**src/rtl/match_seq_pkg.sv**
```systemverilog
// Shared types, golden result table and limits for the match-case self-test sequencer.
package match_seq_pkg;

  localparam int unsigned SEL_W    = 8;
  localparam int unsigned CNT_W    = 8;
  localparam int unsigned TMR_W    = 4;
  localparam int unsigned GOLDEN_N = 3;

  localparam logic [CNT_W-1:0] ERR_MAX = CNT_W'(255);

  localparam logic [SEL_W-1:0] GOLDEN [GOLDEN_N] = '{8'h00, 8'h02, 8'h03};

  typedef enum logic [2:0] {
    IDLE,
    DRIVE,
    WAIT,
    CHECK,
    DONE
  } state_t;

  // Expected datapath response; selectors beyond the table expect all-ones.
  function automatic logic [SEL_W-1:0] golden(input logic [SEL_W-1:0] sel);
    golden = 8'hFF;
    for (int unsigned i = 0; i < GOLDEN_N; i++) begin
      if (sel == SEL_W'(i)) golden = GOLDEN[i];
    end
  endfunction

endpackage

```
**src/rtl/match_seq_settle_timer.sv**
```systemverilog
// Loadable down-counter that measures the settle time after each selector is driven.
module match_seq_settle_timer
  import match_seq_pkg::*;
#(
  parameter int unsigned W = TMR_W
) (
  input  logic         clk,
  input  logic         rst,
  input  logic         load,
  input  logic [W-1:0] load_val,
  input  logic         dec,
  output logic         zero_c
);

  logic [W-1:0] cnt_q;

  always_ff @(posedge clk) begin
    if (rst) begin
      cnt_q <= '0;
    end else if (load) begin
      cnt_q <= load_val;
    end else if (dec && (cnt_q != '0)) begin
      cnt_q <= cnt_q - W'(1);
    end
  end

  assign zero_c = (cnt_q == '0);

endmodule

```
**src/rtl/match_case_sequencer.sv**
```systemverilog
// Self-test sequencer: sweeps selectors into the match datapath and scores results against golden.
// Optional MATCH_SEQ_LOOP_EN: keep re-running sweeps while start_i is held high.
module match_case_sequencer
  import match_seq_pkg::*;
#(
  parameter int unsigned NUM_CASES     = 3,
  parameter int unsigned SETTLE_CYCLES = 1,
  parameter int unsigned WIDTH         = 8
) (
  input  logic             clk,
  input  logic             rst,
  input  logic             start_i,
  output logic [WIDTH-1:0] test_case_o,
  input  logic [WIDTH-1:0] result_i,
  output logic             busy_o,
  output logic             done_o,
  output logic             pass_o,
  output logic [CNT_W-1:0] err_count_o,
  output logic [WIDTH-1:0] fail_idx_o
);

  localparam logic [TMR_W-1:0] SETTLE_LOAD = TMR_W'(SETTLE_CYCLES - 1);
  localparam logic [WIDTH-1:0] LAST_IDX    = WIDTH'(NUM_CASES - 1);

  state_t           state_q, state_d;
  logic [WIDTH-1:0] idx_q, idx_d;
  logic [WIDTH-1:0] test_case_d;
  logic [CNT_W-1:0] err_d;
  logic [WIDTH-1:0] fail_d;
  logic             pass_d, busy_d, done_d;
  logic             start_q;
  logic             start_rise_c;
  logic             tmr_load, tmr_dec, tmr_zero_c;
  logic [WIDTH-1:0] golden_c;
  logic             mismatch_c;

  assign start_rise_c = start_i & ~start_q;
  assign golden_c     = WIDTH'(golden(SEL_W'(idx_q)));
  assign mismatch_c   = (result_i != golden_c);

  match_seq_settle_timer #(.W(TMR_W)) u_settle (
    .clk      (clk),
    .rst      (rst),
    .load     (tmr_load),
    .load_val (SETTLE_LOAD),
    .dec      (tmr_dec),
    .zero_c   (tmr_zero_c)
  );

  // Next-state, datapath and registered-output values.
  always_comb begin
    state_d     = state_q;
    idx_d       = idx_q;
    test_case_d = test_case_o;
    err_d       = err_count_o;
    fail_d      = fail_idx_o;
    pass_d      = pass_o;
    tmr_load    = 1'b0;
    tmr_dec     = 1'b0;

    unique case (state_q)
      IDLE: begin
        if (start_rise_c) begin
          state_d = DRIVE;
          idx_d   = '0;
          err_d   = '0;
          fail_d  = '0;
          pass_d  = 1'b0;
        end
      end
      DRIVE: begin
        test_case_d = idx_q;
        tmr_load    = 1'b1;
        state_d     = WAIT;
      end
      WAIT: begin
        if (tmr_zero_c) state_d = CHECK;
        else            tmr_dec = 1'b1;
      end
      CHECK: begin
        // err_count==0 marks the first mismatch; saturation leaves fail_idx alone.
        if (mismatch_c) begin
          if (err_count_o == '0)     fail_d = idx_q;
          if (err_count_o != ERR_MAX) err_d = err_count_o + CNT_W'(1);
        end
        if (idx_q == LAST_IDX) begin
          state_d = DONE;
          pass_d  = (err_d == '0);
        end else begin
          idx_d   = idx_q + WIDTH'(1);
          state_d = DRIVE;
        end
      end
      DONE: begin
`ifdef MATCH_SEQ_LOOP_EN
        if (start_i) begin
          state_d = DRIVE;
          idx_d   = '0;
          err_d   = '0;
          fail_d  = '0;
          pass_d  = 1'b0;
        end else begin
          state_d = IDLE;
        end
`else
        state_d = IDLE;
`endif
      end
      default: state_d = IDLE;
    endcase

    busy_d = (state_d == DRIVE) || (state_d == WAIT) || (state_d == CHECK);
    done_d = (state_d == DONE);
  end

  always_ff @(posedge clk) begin
    if (rst) begin
      state_q     <= IDLE;
      idx_q       <= '0;
      start_q     <= 1'b0;
      test_case_o <= '0;
      busy_o      <= 1'b0;
      done_o      <= 1'b0;
      pass_o      <= 1'b0;
      err_count_o <= '0;
      fail_idx_o  <= '0;
    end else begin
      state_q     <= state_d;
      idx_q       <= idx_d;
      start_q     <= start_i;
      test_case_o <= test_case_d;
      busy_o      <= busy_d;
      done_o      <= done_d;
      pass_o      <= pass_d;
      err_count_o <= err_d;
      fail_idx_o  <= fail_d;
    end
  end

endmodule

```
**config.mk**
```make
export PLATFORM = sky130hd
export DESIGN_NAME = match_case_sequencer
export DESIGN_NICKNAME = d
export VERILOG_FILES = /design/src/rtl/match_seq_pkg.sv /design/src/rtl/match_seq_settle_timer.sv /design/src/rtl/match_case_sequencer.sv
export SDC_FILE = /design/constraint.sdc
export NUM_CORES = 1
export LEC_CHECK = 0
export CAP_MARGIN = 20
export CORE_MARGIN = 2
export CORE_UTILIZATION = 55
export DETAILED_ROUTE_END_ITERATION = 16
export PLACE_DENSITY = 0.8
export SETUP_SLACK_MARGIN = 0.3
export SYNTH_ARGS = -nofsm -noshare
export SYNTH_HDL_FRONTEND = slang
export SYNTH_SLANG_ARGS = --single-unit
export TNS_END_PERCENT = 20
```
**constraint.sdc**
```tcl
create_clock -name clk -period 8.1 [get_ports clk]
set_clock_uncertainty 0.2 [all_clocks]
set_input_delay 2.43 -clock clk [delete_from_list [all_inputs] [get_ports clk]]
set_output_delay 2.43 -clock clk [all_outputs]
set_load 0.02 [all_outputs]
```
Yosys cells after proc, flatten, opt, wreduce, memory -nomap -nowiden
Cells that the tools add are included.

Register bits after elaboration: 43. Output and inout bits: 27. Logic and storage cells: 69. Input port bits: 11.

Eq/ne operators: 16. Bitwise logic cells: 2. Add/subtract/negate cells: 3. Mux-type cells: 23. Reductions and logical operators: 15.

Operators by type and width (number): two-way mux 8 bit (10); case mux 8 bit (2 select lines) (3); zero test 8 bit (3); adder 8 x 1 -> 8 bit (second input constant) (2); == test 3 x 2 -> 1 bit (second input constant) (4); case mux 3 bit (4 select lines) (1); != test 2 bit (second input constant) (5); two-way mux 3 bit (3); == test 8 x 1 -> 1 bit (second input constant) (1); == test 8 x 2 -> 1 bit (second input constant) (1); != test 8 bit (1); != test 8 bit (second input constant) (1); == test 3 x 1 -> 1 bit (second input constant) (2); AND reduction 3 bit (2); two-way mux 1 bit (5); zero test 4 bit (1); AND reduction 4 bit (1); nonzero test 4 bit (1); subtractor 4 x 1 -> 4 bit (second input constant) (1); == test 3 bit (second input constant) (1); zero test 3 bit (1); logical OR 1 bit (2); case mux 1 bit (2 select lines) (1); AND reduction 2 bit (1); other kinds (5) (5).

Longest topological paths before layout
Gate-level depths: netlist (run 1).

Word-level depth: 10. Gate-level depth with buffers: 10. Mapped depth without buffers: 9.

Hierarchy
Synthesis (run 1) repeated with hierarchy kept, for this count alone.

Cells, all modules: 284. Area total of the unflattened synthesis: 2459.9 µm².

Modules (own cells, without submodules): match_case_sequencer (instances 1, cells each 255, seq. area each 780.7 µm², area each 2197.1 µm²); match_seq_settle_timer (instances 1, cells each 29, seq. area each 80.1 µm², area each 262.8 µm²).

Worst setup path before layout (run 1)
No wires, ideal clock.

Kind: input-to-reg. Start point: input port result_i[2]. End point: register pass_o. Setup slack: 3807 ps. Library setup time: 87 ps. Buffers on the path: 0. Data arrival time: 4006 ps. Stages on the path: 7. Data required time: 7813 ps. Path through: or4_1 > nor3_2 > mux2i_4 > o2111ai_1 > mux2i_1 > o211ai_1 > o31ai_1.

Word-level cells in the longest chain between the ends: 6.

Ends and longest elaborated chain: start: declaration (RTL line match_case_sequencer.sv:14) `input logic [WIDTH-1:0] result_i,`; != test 8 bit (RTL line match_case_sequencer.sv:39) `assign mismatch_c = (result_i != golden_c);`; two-way mux 8 bit (RTL line match_case_sequencer.sv:82) `if (mismatch_c) begin`; two-way mux 8 bit (RTL line match_case_sequencer.sv:61) `unique case (state_q)`; zero test 8 bit (RTL line match_case_sequencer.sv:88) `pass_d = (err_d == '0);`; two-way mux 1 bit (RTL line match_case_sequencer.sv:86) `if (idx_q == LAST_IDX) begin`; case mux 1 bit (2 select lines) (RTL line match_case_sequencer.sv:61); end signal: assignment (RTL line match_case_sequencer.sv:134) `pass_o <= pass_d;`; end: declaration (RTL line match_case_sequencer.sv:17) `output logic pass_o,`.

No other way between the ends. The select of a mux whose other input is x is not followed. A chain may end at the register's enable or synchronous reset.

Worst setup path after layout (run 1)
Ends and elaborated chain as after synthesis.

==> results.sh, run 1 <==
export IMPL_crit_chain="clkdlybuf4s50_1 -> or4_1 -> nor3_2 -> mux2i_4 -> o2111ai_1 -> mux2i_1 -> o211ai_1 -> o31ai_1"
export IMPL_fmax_ghz=0.2209
export IMPL_synth_top_family_by_area="simple AND/OR/NAND/NOR gates"
export IMPL_ys_warn_count=0
export IMPL_synth_simple_area_share_pct=33.00
export IMPL_ys_seq_elements=43
export IMPL_dieWidth_um=67.67
export IMPL_dp_hpwl_um=3279
export IMPL_grt_pass1_wl_um=7617
export IMPL_crit_start="result_i[2]"
export IMPL_start_kind="primary input"
export IMPL_drv_cap=0
export IMPL_antenna_left=0
export IMPL_vdd_ir_drop_max_uv=109.7
export IMPL_fin_crit_ns=4.526
export IMPL_crit_slowest_cell="or4_1"
export IMPL_cts_setup_buffers=0
export IMPL_final_max_slew_viol_count=0
export IMPL_cts_resized=0
export IMPL_setup_viol=0
export IMPL_path_clk_slew_ns=0.09
export IMPL_holdBufCountCts=0
export IMPL_rows=23
export IMPL_netlist_instances=266
export IMPL_reg2reg_from="idx_q[0]"
export IMPL_synth_top_cell_by_area="dfxtp_1"
export IMPL_netlist_area_um2=2230
export IMPL_cts_path_max_buffers=2
export IMPL_drc=0
export IMPL_vias=1936
export IMPL_worst_slack_ns=3.574
export IMPL_synthTopCellsByArea="dfxtp_1 39%, nand2_1 6.6%, a21oi_1 5.2%"
export IMPL_drt_initial_drc_count=66
export IMPL_cp_max_fo=5
export IMPL_synth_compound_area_share_pct=14.09
export IMPL_power_uw=394.9
export IMPL_p_leak_nw=0.8477
export IMPL_numCtsBuffers=5
export IMPL_cp_required_ns=8.11
export IMPL_synth_xor_area_share_pct=3.143
export IMPL_portBuffers=37
export IMPL_grtUsageTotal_pct=21.84
export IMPL_syn_area_per_cell_um2=8.382
export IMPL_dr_pass1_iters=4
export IMPL_dieArea_um2=4579
export IMPL_max_slew_worst_pin_slew_ns=0.6730
export IMPL_antenna_found_initial=0
export IMPL_place_gp_congestion=0.8181
export IMPL_grt_ovfl_total=0
export IMPL_drive_above_1_share_pct=10.47
export IMPL_num_io_pins=38
export IMPL_totalWireLength_um=4568
export IMPL_powerDensity_nw_per_um2=147.3
export IMPL_viasPerCell=5.595
export IMPL_path_buf_inv=1
export IMPL_syn_to_final_growth_pct=20.20
export IMPL_hold_start="test_case_o[0]"
export IMPL_root_buffer="clkbuf_8"
export IMPL_start_util_pct=56.55
export IMPL_max_stage_delay_ns=0.54
export IMPL_muxShareOfSynthArea_pct=2.357
export IMPL_wl_per_cell_um=13.20
export IMPL_setup_tns_final_ns=0
export IMPL_yosysTopAreaCellShare_pct=38.61
export IMPL_rsz0062_at_grt="false"
export IMPL_insertedDiodeCount=0
export IMPL_synth_seq_area_share_pct=38.61
export IMPL_critPathCaptureType="register"
export IMPL_fin_util_pct=67.98
export IMPL_clock_latency_ns=0.30
export IMPL_outcome="finished clean"
export IMPL_synthAdderAreaFrac_pct=3.928
export IMPL_slew_headroom_pct=55.01
export IMPL_num_nets_final=313
export IMPL_coreArea_um2=3943
export IMPL_cts_tree="yes"
export IMPL_crit_family="simple AND/OR/NAND/NOR gates"
export IMPL_period_share_pct=55.88
export IMPL_grt_max_degree=37
export IMPL_critPathArrivalTime_ns=4.54
export IMPL_hold_class="register to register"
export IMPL_ys_types=54
export IMPL_crit_type="primary input to register"
export IMPL_die_height_um=67.67
export IMPL_clock_sinks=43
export IMPL_htreeDepth=2
export IMPL_hold_violations=0
export IMPL_synthesis_nets=284
export IMPL_dpl_worst_slack_ns=3.247
export IMPL_grt_pass1_vias=1716
-- final cells by class --
cell class / instances / area, µm²
Inverter: 7 / 26.28
Sequential cell: 43 / 860.8
Clock buffer: 5 / 68.82
Timing Repair Buffer: 38 / 377.9
Tap cell: 50 / 62.56
Multi-Input combinational cell: 200 / 1260
Clock inverter: 3 / 23.77
Fill cell: 316 / 1262
-- power by group --
part | switching [mW] | leakage (nW) | internal [mW] | total [mW]
registers | 0.00230 | 0.347 | 0.214 | 0.216
clock network | 0.0783 | 0.0408 | 0.0616 | 0.140
logic | 0.0249 | 0.460 | 0.0138 | 0.0387
total | 0.106 | 0.848 | 0.289 | 0.395
-- worst min-delay path: stages, from the launching register on --
cell and delay (ns):
dfxtp_1 0.32, nand2_1 0.05, a21oi_1 0.05
-- placed cells by master (no fill, tap or decap), types with 3 or more instances in the layout --
cell,n
dfxtp_1,43
nand2_1,39
clkdlybuf4s50_1,37
nor2_1,24
a21oi_1,23
nor3_1,12
nand3_1,10
nand3_2,8
inv_1,7
xor2_1,7
ha_1,7
nand4_1,6
o21ai_0,6
clkbuf_8,5
nor2b_1,4
nand3b_1,3
nor4_1,3
mux2i_1,3
o21a_1,3
and3_1,3
a31oi_1,3
-- through the flow --
step                hold WS (ns)  area, µm²  instances
global placement          0.2419       2587        338
detailed placement        0.2456       2587        338
finish                    0.2551       2680        346
CTS                       0.2584       2680        346
floorplan                 0.2839       2230        266
global route              0.2734       2680        346
-- registers in the layout (all words and copies together), names as in the netlist --
signal / count
test_case_o: 8
done_o: 1
u_settle.cnt_q: 4
busy_o: 1
pass_o: 1
start_q: 1
fail_idx_o: 8
state_q: 3
err_count_o: 8
idx_q: 8
-- cells in the mapped netlist (all sizes together) --
| cell type | n |
|---|---|
| clkbuf | 11 |
| a41oi | 2 |
| nor2 | 25 |
| nand4 | 6 |
| xnor2 | 1 |
| mux2i | 4 |
| or4 | 2 |
| nor3 | 13 |
| nand3b | 3 |
| a31oi | 3 |
| a21oi | 24 |
| xor2 | 7 |
| nand2b | 1 |
| nor4b | 1 |
| inv | 7 |
| a32oi | 1 |
| o31ai | 1 |
| o211ai | 2 |
| a31o | 1 |
| o2111ai | 1 |
| o21ai | 7 |
| or3 | 2 |
| a2111oi | 1 |
| nor3b | 2 |
| buf | 5 |
| a311oi | 2 |
| dfxtp | 43 |
| or2 | 4 |
| nor2b | 4 |
| and2 | 1 |
| nand2 | 39 |
| or3b | 1 |
| and3b | 1 |
| nand3 | 18 |
| o21a | 3 |
| nor4 | 5 |
| and3 | 4 |
| ha | 7 |
| a211oi | 1 |
-- per-layer routing --
metal | wire [µm] | track usage (%) | share of wire [%] | up-vias
met1 | 2173 | 28.38 | 48 | 878
met5 | 0 | 0 | 0 | -
met4 | 71 | 8.418 | 1.6 | 0
met3 | 206 | 5.833 | 4.5 | 7
li1 | - | - | - | 1005
met2 | 2117 | 34.44 | 46 | 46
-- final timing paths --
| check | endpoint | slack (ns) | cells after the start |
|---|---|---|---|
| worst max register to register | fail_idx_o[2] | 5.16 | 9 |
| worst min register to register | test_case_o[0] | 0.26 | 2 |
| worst min-delay path | test_case_o[0] | 0.26 | 2 |
| worst max-delay path | pass_o | 3.57 | 8 |
-- logic make-up (layout without fill, tap and decap cells) --
logic type | Yosys count | in the layout
mux | 4 | 4
fa+ha+maj | 7 | 7
compound gates | 49 | 49
simple gates | 132 | 132
flops | 43 | 43
xor+xnor | 8 | 8
buf+inv | 23 | 53
Power figures use the tool's default switching activity.
==> run 2: changes to the inputs <==
--- a/config.mk
+++ b/config.mk
@@ -7,9 +7,9 @@
 export LEC_CHECK = 0
 export CAP_MARGIN = 20
 export CORE_MARGIN = 2
-export CORE_UTILIZATION = 55
+export CORE_UTILIZATION = 47
 export DETAILED_ROUTE_END_ITERATION = 16
-export PLACE_DENSITY = 0.8
+export PLACE_DENSITY = 0.73
 export SETUP_SLACK_MARGIN = 0.3
 export SYNTH_ARGS = -nofsm -noshare
 export SYNTH_HDL_FRONTEND = slang
==> constraint.sdc (replaced) <==
create_clock -name clk -period 4.1 [get_ports clk]
set_clock_uncertainty 0.2 [all_clocks]
set_input_delay 1.23 -clock clk [delete_from_list [all_inputs] [get_ports clk]]
set_output_delay 1.23 -clock clk [all_outputs]
set_load 0.02 [all_outputs]
==> run 2 against run 1 <==
  * Combinational power increased by 98%
  * Total power increased by 95%
  * Routed wire length increased by 3.1%
  * Non-clock buffer count increased by 1
  * Via count increased by 1.3%
  * Critical path depth unchanged
  * Hold slack improved by 0.0025 ns
  * Clock power increased by 89%
  * Count of clock-buffer cells in the layout increased by 1
  * Flip-flop and latch count unchanged
  * Global-route usage decreased by 2.0 points
  * Critical path type unchanged
  * Highest routed layer unchanged
==> results.sh, run 2 (synthesis results as in run 1) <==
export IMPL_placed_cell_area_um2=2600
export IMPL_dieWidth_um=72.88
export IMPL_crit_slowest_cell="or4_1"
export IMPL_crit_type="primary input to register"
export IMPL_max_slew_worst_pin_slew_ns=0.6964
export IMPL_numCtsBuffers=5
export IMPL_portBuffers=37
export IMPL_grt_pass1_wl_um=8155
export IMPL_layout_commonest_cell="dfxtp_1"
export IMPL_drt_initial_drc_count=133
export IMPL_hold_violations=0
export IMPL_grt_max_degree=25
export IMPL_dpl_worst_slack_ns=0.3975
export IMPL_cts_tree="yes"
export IMPL_final_max_slew_viol_count=0
export IMPL_coreArea_um2=4661
export IMPL_dieArea_um2=5311
export IMPL_final_cell_mix="43 x dfxtp_1, 39 x nand2_1, 37 x clkdlybuf4s50_1"
export IMPL_hold_class="register to register"
export IMPL_wl_per_cell_um=13.42
export IMPL_critPathArrivalTime_ns=3.38
export IMPL_vdd_ir_drop_max_uv=144.7
export IMPL_worst_slack_ns=0.7309
export IMPL_cp_required_ns=4.11
export IMPL_dp_hpwl_um=3407
export IMPL_clock_sinks=43
export IMPL_p_leak_nw=0.8523
export IMPL_drc=0
export IMPL_die_height_um=72.88
export IMPL_grtUsageTotal_pct=19.82
export IMPL_cts_setup_buffers=0
export IMPL_antenna_found_initial=0
export IMPL_rows=25
export IMPL_num_nets_final=314
export IMPL_path_clk_slew_ns=0.08
export IMPL_drv_cap=0
export IMPL_cts_path_max_buffers=2
export IMPL_setup_viol=0
export IMPL_cp_max_fo=5
export IMPL_max_stage_delay_ns=0.55
export IMPL_syn_to_final_growth_pct=20.43
export IMPL_grt_ovfl_total=0
export IMPL_htreeDepth=2
export IMPL_num_io_pins=38
export IMPL_start_kind="primary input"
export IMPL_fin_crit_ns=3.369
export IMPL_holdBufCountCts=0
export IMPL_grt_pass1_vias=1743
export IMPL_viasPerCell=5.590
export IMPL_vias=1962
export IMPL_powerDensity_nw_per_um2=286.1
export IMPL_root_buffer="clkbuf_8"
export IMPL_outcome="finished clean"
export IMPL_dr_pass1_iters=4
export IMPL_fmax_ghz=0.2968
export IMPL_drive_above_1_share_pct=10.44
export IMPL_totalWireLength_um=4710
export IMPL_antenna_left=0
export IMPL_fin_util_pct=57.61
export IMPL_slew_headroom_pct=53.44
export IMPL_critPathCaptureType="register"
export IMPL_setup_tns_final_ns=0
export IMPL_fin_area_um2=2685
export IMPL_period_share_pct=82.17
export IMPL_crit_chain="clkdlybuf4s50_1 -> or4_1 -> nor3_2 -> mux2i_4 -> o21ai_0 -> mux2i_1 -> o211ai_1 -> o31ai_1"
export IMPL_start_util_pct=47.84
export IMPL_clock_latency_ns=0.30
export IMPL_insertedDiodeCount=0
export IMPL_rsz0062_at_grt="false"
export IMPL_place_gp_congestion=0.8649
export IMPL_cts_resized=0
-- run 2: cell types whose count changed in the layout (fill, tap and decap cells not counted), sizes merged --
cell,delta
buf,+1
clkbuf,+1
clkinv,+1
clkinvlp,-1
inv,-1
-- run 2: per-stage QoR --
| stage | hold slack [ns] | power, mW | std cells |
|---|---|---|---|
| 6_report | 0.2576 | 0.7683 | 351 |
| 3_5_place_dp | 0.2483 | 0.5135 | 343 |
| 4_1_cts | 0.2598 | 0.7783 | 351 |
| 2_1_floorplan | 0.2839 | 0.4888 | 266 |
| 3_3_place_gp | 0.2429 | 0.5134 | 343 |
| 5_1_grt | 0.2695 | 0.8038 | 351 |
-- run 2: final cells by class --
class                   instances  area [µm²]
clock inverters                 2       12.51
inverters                       7       26.28
clock buffers                   6       72.57
fillers                       448        1976
repair buffers                 39       385.4
well taps                      54       67.56
multi-input cells             200        1260
flip-flops and latches         43       860.8
-- run 2: report_power, final --
group	internal (mW)	leakage (nW)	total, mW	switching (mW)
Combinational	0.0276	0.464	0.0768	0.0492
Sequential	0.423	0.347	0.427	0.00453
Clock	0.119	0.0412	0.264	0.145
Total	0.569	0.852	0.768	0.199
-- run 2: worst max-delay path: cells and delay by family --
family	cells	cell delay (ns)
mux	2	0.40
buf+inv	1	0.42
simple gates	2	0.74
compound gates	3	0.61
-- run 2: final timing paths --
kind                                      from  depth (start not counted)              to  slack, ns
worst max-delay path               result_i[2]                          8          pass_o       0.73
worst min-delay path            test_case_o[3]                          2  test_case_o[3]       0.26
worst max register to register        idx_q[0]                          9   fail_idx_o[6]       1.23
worst min register to register  test_case_o[3]                          2  test_case_o[3]       0.26
-- run 2: layer usage --
metal / routed length (µm) / track usage [%] / vias to the layer above
met5: 0 / 0 / -
met1: 2233 / 26.22 / 901
met2: 2158 / 29.90 / 52
met4: 94 / 9.053 / 0
li1: - / - / 1001
met3: 223 / 5.663 / 8
==> run 3: changes to the inputs <==
--- a/config.mk
+++ b/config.mk
@@ -7,9 +7,9 @@
 export LEC_CHECK = 0
 export CAP_MARGIN = 20
 export CORE_MARGIN = 2
-export CORE_UTILIZATION = 47
+export CORE_UTILIZATION = 53
 export DETAILED_ROUTE_END_ITERATION = 16
-export PLACE_DENSITY = 0.73
+export PLACE_DENSITY = 0.78
 export SETUP_SLACK_MARGIN = 0.3
 export SYNTH_ARGS = -nofsm -noshare
 export SYNTH_HDL_FRONTEND = slang
==> constraint.sdc (replaced) <==
create_clock -name clk -period 3.5 [get_ports clk]
set_clock_uncertainty 0.2 [all_clocks]
set_input_delay 1.05 -clock clk [delete_from_list [all_inputs] [get_ports clk]]
set_output_delay 1.05 -clock clk [all_outputs]
set_load 0.02 [all_outputs]
==> run 3 against run 2 <==
  * Setup slack got worse by 0.32 ns
  * Die area fell by 11%
  * Flip-flop and latch count unchanged
  * Via count grew 0.31%
  * Sequential share of layout area shrank 0.79 points
  * Hold slack hardly changed
  * Register-to-register slack got worse by 0.71 ns
  * Total power grew 20%
  * Sequential power up 17%
==> results.sh, run 3 (synthesis results as in run 1) <==
export IMPL_drive_above_1_share_pct=13.62
export IMPL_drc=0
export IMPL_placed_cell_area_um2=2610
export IMPL_cts_tree="yes"
export IMPL_totalWireLength_um=5080
export IMPL_r2r_cells=10
export IMPL_critPathCaptureType="register"
export IMPL_hold_violations=0
export IMPL_reg2reg_from="idx_q[0]"
export IMPL_final_max_slew_viol_count=0
export IMPL_numCtsBuffers=5
export IMPL_p_leak_nw=0.9070
export IMPL_multi_input_area_um2=1291
export IMPL_r2r_slack_ns=0.52
export IMPL_clock_latency_ns=0.31
export IMPL_num_io_pins=38
export IMPL_clock_sinks=43
export IMPL_path_buf_inv=1
export IMPL_syn_to_final_growth_pct=23.46
export IMPL_coreArea_um2=4029
export IMPL_grt_ovfl_total=0
export IMPL_dp_hpwl_um=3538
export IMPL_regArea_um2=860.8
export IMPL_setup_viol=0
export IMPL_grtUsageTotal_pct=23.36
export IMPL_viasPerCell=5.607
export IMPL_hold_class="register to register"
export IMPL_cts_path_max_buffers=2
export IMPL_holdPathEnd="test_case_o[7]"
export IMPL_critPathArrivalTime_ns=3.12
export IMPL_dieWidth_um=68.86
export IMPL_period_share_pct=88.35
export IMPL_finalNonFillerCells=351
export IMPL_drt_initial_drc_count=135
export IMPL_final_fill_count=348
export IMPL_powerDensity_nw_per_um2=334.8
export IMPL_fin_crit_ns=3.092
export IMPL_crit_family="simple AND/OR/NAND/NOR gates"
export IMPL_dr_pass1_iters=7
export IMPL_crit_chain="clkdlybuf4s50_1 -> or4_4 -> nor3_4 -> mux2i_4 -> or2_4 -> a311oi_2 -> o21ai_1 -> o31ai_1"
export IMPL_htreeDepth=2
export IMPL_rows=23
export IMPL_root_buffer="clkbuf_8"
export IMPL_power_uw=921.7
export IMPL_hold_start="test_case_o[7]"
export IMPL_fin_util_pct=68.32
export IMPL_cp_max_fo=5
export IMPL_portBuffers=37
export IMPL_layout_commonest_cell="dfxtp_1"
export IMPL_start_kind="primary input"
export IMPL_max_slew_worst_pin_slew_ns=0.4818
export IMPL_wl_per_cell_um=14.47
export IMPL_outcome="finished clean"
export IMPL_drv_cap=0
export IMPL_dpl_worst_slack_ns=-0.01232
export IMPL_cp_required_ns=3.53
export IMPL_die_height_um=68.86
export IMPL_vias=1968
export IMPL_dp_cells=341
export IMPL_place_gp_congestion=0.7880
export IMPL_vdd_ir_drop_max_uv=209.1
export IMPL_crit_slowest_cell="or4_4"
export IMPL_grt_pass1_vias=1837
export IMPL_dieArea_um2=4742
export IMPL_rsz0062_at_grt="false"
export IMPL_antenna_found_initial=0
export IMPL_crit_type="primary input to register"
export IMPL_grt_max_degree=26
export IMPL_path_clk_slew_ns=0.09
export IMPL_num_nets_final=318
export IMPL_slew_headroom_pct=67.78
export IMPL_max_stage_delay_ns=0.44
export IMPL_insertedDiodeCount=0
export IMPL_antenna_left=0
export IMPL_timing_rr_end="fail_idx_o[7]"
export IMPL_fin_area_um2=2753
export IMPL_final_cell_mix="43 x dfxtp_1, 39 x nand2_1, 34 x clkdlybuf4s50_1"
export IMPL_min_path_cells=2
export IMPL_fmax_ghz=0.3234
export IMPL_start_util_pct=55.34
export IMPL_grt_pass1_wl_um=8197
export IMPL_worst_slack_ns=0.4079
==> run 3: layer usage <==
| layer | GRT usage (%) | wire, µm | vias up |
|---|---|---|---|
| li1 | - | - | 1008 |
| met3 | 5.357 | 264 | 11 |
| met4 | 12.01 | 116 | 0 |
| met2 | 37.26 | 2316 | 54 |
| met5 | 0 | 0 | - |
| met1 | 29.44 | 2383 | 895 |
==> run 3: worst max path at each step <==
stage | depth (start not counted) | end | start | slack, ns
finish | 8 | pass_o | result_i[2] | 0.41
global route | 8 | pass_o | result_i[2] | 0.33
CTS | 8 | pass_o | result_i[2] | 0.30
detailed placement | 8 | pass_o | result_i[2] | -0.01
global placement | 8 | pass_o | result_i[2] | 0.07
floorplan | 7 | pass_o | result_i[2] | 0.59
==> run 3: final cells by class <==
cell class                 instances  area share (%)
inverter                           7          0.9545
tap                               50           2.273
sequential                        43           31.27
clock inverter                     3          0.7273
multi-input combinational        200           46.91
timing repair buffer              43           15.36
clock buffer                       5           2.500
==> run 3: per-stage QoR <==
step	setup TNS [ns]	hold WS, ns
finish	0	0.2578
global route	0	0.2797
CTS	0	0.2628
detailed placement	-0.01232	0.2507
global placement	0	0.2438
floorplan	0	0.2839
==> run 3: report_power, final <==
| group | total [mW] | switching (mW) | leakage (nW) | internal [mW] |
|---|---|---|---|---|
| Sequential | 0.501 | 0.00554 | 0.347 | 0.495 |
| Clock | 0.323 | 0.184 | 0.0402 | 0.139 |
| Combinational | 0.0978 | 0.0614 | 0.520 | 0.0364 |
| Total | 0.922 | 0.251 | 0.907 | 0.670 |
==> run 3: worst register-to-register path: cells and delay by family, from the launching register on <==
family / cells / cell delay [ns]
muxes: 1 / 0.34
buffers and inverters: 2 / 0.30
DFF: 1 / 0.47
adders and majority gates: 1 / 0.22
and+or+nand+nor: 4 / 1.07
AOI/OAI and AO/OA: 2 / 0.26
==> run 3: timing repair <==
| item | 4_1_cts | 5_1_grt |
|---|---|---|
| hold buffers | 0 | 0 |
| endpoints found under the setup margin | 0 | 1 |
| buffers inserted | 0 | 2 |
| resized for setup | 0 | 9 |
